File: config.mk
export PLATFORM = sky130hd
export DESIGN_NAME = regfile_wb_arbiter
export DESIGN_NICKNAME = d
export VERILOG_FILES = /design/src/rtl/regfile_wb_arbiter.sv
export SDC_FILE = /design/constraint.sdc
export NUM_CORES = 1
export LEC_CHECK = 0
export BUFFER_PORTS_ARGS = -buffer_cell sky130_fd_sc_hd__buf_2
export CAP_MARGIN = 15
export CORE_MARGIN = 2
export CORE_UTILIZATION = 40
export CTS_CLUSTER_SIZE = 10
export DETAILED_ROUTE_END_ITERATION = 8
export GPL_TIMING_DRIVEN = 0
export MAX_ROUTING_LAYER = met4
export PLACE_DENSITY = 0.68
export SYNTH_ARGS = -nofsm -noshare
export SYNTH_HDL_FRONTEND = slang
export SYNTH_SLANG_ARGS = --single-unit
File: constraint.sdc
create_clock -name CLK -period 2.8 [get_ports CLK]
set_clock_uncertainty 0.05 [all_clocks]
set_input_delay 0.28 -clock CLK [delete_from_list [all_inputs] [get_ports CLK]]
set_output_delay 0.28 -clock CLK [all_outputs]
set_load 0.03 [all_outputs]
File: src/rtl/regfile_wb_arbiter.sv
// Register-file write-port arbiter: pipeline writeback has priority; long-latency results queue and drain on idle cycles.
// Optional stall-cycle statistics counter enabled by defining WB_STATS_EN.
module regfile_wb_arbiter #(
   parameter int DEPTH      = 4,
   parameter int MAX_STARVE = 8,
   parameter int DATA_W     = 32
) (
   input  logic                     CLK,
   input  logic                     nRST,
   input  logic                     pipe_wen,
   input  logic [4:0]               pipe_wsel,
   input  logic [DATA_W-1:0]        pipe_wdat,
   input  logic                     lu_valid,
   output logic                     lu_ready,
   input  logic [4:0]               lu_wsel,
   input  logic [DATA_W-1:0]        lu_wdat,
   output logic                     rf_WEN,
   output logic [4:0]               rf_wsel,
   output logic [DATA_W-1:0]        rf_wdat,
   output logic [31:0]              pend_mask,
   output logic                     stall_req,
   output logic [$clog2(DEPTH):0]   q_count
`ifdef WB_STATS_EN
   ,
   output logic [15:0]              stat_stall
`endif
);

   localparam int AW = $clog2(DEPTH);
   localparam int CW = AW + 1;
   localparam int SW = $clog2(MAX_STARVE + 1);
   localparam logic [CW-1:0] DEPTH_C = CW'(DEPTH);
   localparam logic [SW-1:0] MAX_C   = SW'(MAX_STARVE);

   function automatic logic [SW-1:0] sat_inc_starve(input logic [SW-1:0] v);
      return (v >= MAX_C) ? MAX_C : v + 1'b1;
   endfunction

   function automatic logic [15:0] sat_inc16(input logic [15:0] v);
      return (v == 16'hFFFF) ? v : v + 16'd1;
   endfunction

   logic [4:0]        mem_sel [DEPTH];
   logic [DATA_W-1:0] mem_dat [DEPTH];
   logic [DEPTH-1:0]  slot_vld;
   logic [AW-1:0]     wr_ptr, rd_ptr;
   logic [CW-1:0]     cnt;
   logic [SW-1:0]     starve_cnt, starve_nxt;

   logic pipe_req_p0, pop_p0, push_p0;
   logic              wen_p1;
   logic [4:0]        wsel_p1;
   logic [DATA_W-1:0] wdat_p1;

   // Stage p0: selection from registered occupancy; FIFO never falls through
   assign lu_ready    = (cnt < DEPTH_C);
   assign pipe_req_p0 = pipe_wen && (pipe_wsel != 5'd0);
   assign pop_p0      = !pipe_req_p0 && (cnt != '0);
   assign push_p0     = lu_valid && lu_ready && (lu_wsel != 5'd0);
   assign starve_nxt  = ((cnt == '0) || pop_p0) ? '0 : sat_inc_starve(starve_cnt);

   always_comb begin
      pend_mask = '0;
      for (int i = 0; i < DEPTH; i++)
         if (slot_vld[i]) pend_mask[mem_sel[i]] = 1'b1;
   end

   always_ff @(posedge CLK) begin
      if (push_p0) begin
         mem_sel[wr_ptr] <= lu_wsel;
         mem_dat[wr_ptr] <= lu_wdat;
      end
   end

   // Stage p1: registered write port and FIFO/starvation state
   always_ff @(posedge CLK or negedge nRST) begin
      if (!nRST) begin
         wen_p1     <= 1'b0;
         wsel_p1    <= '0;
         wdat_p1    <= '0;
         wr_ptr     <= '0;
         rd_ptr     <= '0;
         cnt        <= '0;
         slot_vld   <= '0;
         starve_cnt <= '0;
         stall_req  <= 1'b0;
      end else begin
         if (pipe_req_p0) begin
            wen_p1  <= 1'b1;
            wsel_p1 <= pipe_wsel;
            wdat_p1 <= pipe_wdat;
         end else if (pop_p0) begin
            wen_p1  <= 1'b1;
            wsel_p1 <= mem_sel[rd_ptr];
            wdat_p1 <= mem_dat[rd_ptr];
         end else begin
            wen_p1  <= 1'b0;
         end
         if (pop_p0) begin
            slot_vld[rd_ptr] <= 1'b0;
            rd_ptr           <= rd_ptr + 1'b1;
         end
         if (push_p0) begin
            slot_vld[wr_ptr] <= 1'b1;
            wr_ptr           <= wr_ptr + 1'b1;
         end
         case ({push_p0, pop_p0})
            2'b10:   cnt <= cnt + 1'b1;
            2'b01:   cnt <= cnt - 1'b1;
            default: cnt <= cnt;
         endcase
         starve_cnt <= starve_nxt;
         stall_req  <= (starve_nxt >= MAX_C);
      end
   end

`ifdef WB_STATS_EN
   always_ff @(posedge CLK or negedge nRST) begin
      if (!nRST)          stat_stall <= '0;
      else if (stall_req) stat_stall <= sat_inc16(stat_stall);
   end
`endif

   assign rf_WEN  = wen_p1;
   assign rf_wsel = wsel_p1;
   assign rf_wdat = wdat_p1;
   assign q_count = cnt;

endmodule

==> out/qor.yml <==
synth:
  synth_top_cell_by_area: "edfxtp_1"
  async_reset_ff_share_pct: 26.4
  synth_top_area_share_pct: 50.0
  synth_edf_count: 148
  yosysMostFrequentCell: "edfxtp_1"
  synthTopCellsByCount: "edfxtp_1 (148), nand2_1 (85), dfrtp_1 (53)"
  synth_seq_cells: 201
  synth_cell_types: 40
  syn_avg_cell_area_um2: 14.3
  netlist_area_um2: 8890
  yosysSeqAreaShare_pct: 64.9
  synthCells: 623
  synth-main-ff-cell: "edfxtp_1"
  syn_nets: 713
  yosys_warnings: 0
  synth_area_leaders: "edfxtp_1 (50%), dfrtp_1 (15%), mux4_2 (9.4%), nand2_1 (3.6%), a31oi_1 (2.5%)"
critical_path:
  path_max_fanout: 10
  crit_family: "buffers and inverters"
  crit_chain: "clkbuf_1 > nor3b_1 > a21oi_1 > o211ai_1 > buf_2"
  crit_required_ns: 2.47
  critPathLaunchType: "flip-flop"
  crit_buf_inv: 2
  path_class: "flip-flop to primary output"
  worstSetupEndpointType: "primary output"
  cp_slowest_cell: "nor3b_1"
  max_stage_delay_ns: 0.55
  crit_arrival_ns: 2.28
drt:
  drt-wirelength-per-cell_um: 20.6
  routed_wl_um: 24000
  drtAntennaViolNets: 0
  vias: 6479
  drc: 0
  viasPerCell: 5.55
  first_iter_violations: 495
  firstDrtPassIters: 5
place:
  port_buffers: 152
  gp_congestion: 0.902
  dp_cells: 1060
  placed_area_um2: 10100
  dp_hpwl_um: 15900
floorplanning:
  start_util_pct: 40.8
  rows: 54
  coreArea_um2: 21800
  fp.dieH_um: 153
  fp.dieArea_um2: 23400
  io_pins: 153
  die_w_um: 153
global_route:
  grt_pass1_vias: 6623
  gr-usage-all-layers_pct: 21.1
  grt_max_degree: 35
  grt-ovfl-total: 0
  grt_pass1_wl_um: 37600
  antenna_found_initial: 1
layout:
  drive_gt1_share_pct: 29.0
  fin_area_um2: 11500
  layout.cells.non_filler: 1168
  num-nets-final: 961
  fillers: 1816
  area_delta_synth_final_pct: 28.8
clocking:
  cts_max_path_buffers: 3
  cts-root-buf: "clkbuf_16"
  clk_pin_slew_ns: 0.06
  clock_latency_ns: 0.51
  h-tree-depth: 1
  cts_tree: "yes"
  clock-sinks: 201
  cts_buffers: 24
sta:
  finalCritPeriodShare_pct: 93.0
  fmax_ghz: 0.384
  relSlewSlack_pct: 27.5
  setup_violations: 0
  drv_slew: 0
  hold_viol: 0
  holdWs_ns: 0.0112
  tightest_slew_ns: 1.08
  finalCriticalPeriod_ns: 2.61
  setup_tns_ns: 0
  rsz0062_at_grt: "false"
outcome:
  status: "completed"
power_and_ir_drop:
  vdd_drop_max_v: 0.000647
  powerDensity_nw_per_um2: 916
  leakage_uw: 0.00439
job:
  drv_cap: 0
worst_hold_path:
  hp-class: "primary input to flip-flop"
layout make-up:
cell class | count | area [µm²] | area share (%)
Sequential cell | 201 | 5770 | 50.4
Multi-Input combinational cell | 376 | 2910 | 25.4
Timing Repair Buffer | 222 | 1510 | 13.2
Clock buffer | 38 | 653 | 5.70
Tap cell | 280 | 350 | 3.06
Buffer | 35 | 183 | 1.59
Inverter | 11 | 41.3 | 0.360
Clock inverter | 4 | 28.8 | 0.251
Antenna cell | 1 | 2.50 | 0.0218
metrics by stage:
stage | power (µW) | utilization, % | worst slack [ns]
detailed placement | 7730 | 46.3 | 0.226
global route | 11000 | 52.5 | 0.0595
finish | 10500 | 52.5 | 0.195
floorplan | 6580 | - | 0.258
CTS | 10600 | 52.5 | 0.0133
global placement | 7640 | 45.8 | -0.236
where the power goes:
group / total (µW) / switching (µW) / leakage, µW / internal [µW]
sequential: 4140 / 318 / 0.00196 / 3820
combinational: 3600 / 2220 / 0.00210 / 1380
clock: 2750 / 1160 / 0.000326 / 1590
total: 10500 / 3700 / 0.00439 / 6800
logic make-up (layout without fill, tap and decap cells):
group | Yosys count | count (layout) | synth area share [%]
mux | 38 | 38 | 9.48
simple gates | 210 | 210 | 11.6
other cells | 0 | 1 | 0
xor+xnor | 6 | 6 | 0.591
compound gates | 110 | 110 | 9.12
flops | 201 | 201 | 64.9
buf+inv | 46 | 310 | 2.52
fa+ha+maj | 12 | 12 | 1.77
registers in the layout, indices dropped and copies added (netlist names):
name,flops
rf_wdat,32
slot_vld,4
stall_req,1
q_count,3
mem_dat,128
rf_WEN,1
mem_sel,20
rf_wsel,5
rd_ptr,2
wr_ptr,2
starve_cnt,3
layer usage:
metal | vias to the layer above | share of wire [%] | wire length [µm] | GRT usage (%)
li1 | 2938 | - | - | -
met1 | 3176 | 43 | 10200 | 27.7
met2 | 314 | 48 | 11500 | 34.1
met3 | 51 | 6.7 | 1620 | 3.57
met4 | 0 | 2.6 | 631 | 6.13
met5 | - | 0 | 0 | -
worst register-to-register path, cell delays in order (launching register included):
cell,delay [ns]
dfrtp_1,0.41
nor3_1,0.89
clkbuf_1,0.56
nand2_1,0.14
a31oi_1,0.19
worst paths after layout:
path	to	cells past startpoint	slack (ns)	from
worst max-delay path	pend_mask[9]	5	0.19	mem_sel[2][3]$_DFFE_PP_
worst min-delay path	rf_wdat[10]$_DFFE_PN0P_	3	0.01	pipe_wdat[10]
worst max register to register	rf_wdat[21]$_DFFE_PN0P_	4	0.49	q_count[0]$_DFFE_PN0P_
worst min register to register	starve_cnt[0]$_DFF_PN0_	1	0.47	starve_cnt[0]$_DFF_PN0_
max in group asynchronous	rf_wsel[0]$_DFFE_PN0P_	3	1.86	nRST
min in group asynchronous	rf_wdat[0]$_DFFE_PN0P_	2	0.24	nRST
what timing repair did:
item | in CTS | in global routing
hold buffers | 65 | 0
setup buffers | 0 | 0
resized for setup | 1 | 1
setup endpoints to repair | 3 | 4
hold endpoints to repair | 194 | 0
cells in the final DEF, fill, tap and decap left out, drive strengths merged, types with 8 or more instances in the layout:
| cell | count |
|---|---|
| o221ai | 13 |
| ha | 11 |
| nand3 | 14 |
| edfxtp | 148 |
| and3b | 8 |
| dfrtp | 53 |
| inv | 11 |
| nor2 | 47 |
| a221o | 16 |
| nor3b | 11 |
| o22ai | 16 |
| dlygate4sd3 | 65 |
| clkbuf | 55 |
| mux4 | 37 |
| a22oi | 13 |
| buf | 175 |
| a31oi | 36 |
| or3b | 9 |
| nand2 | 85 |
| nand3b | 11 |
(Power assumes the default switching activity.)
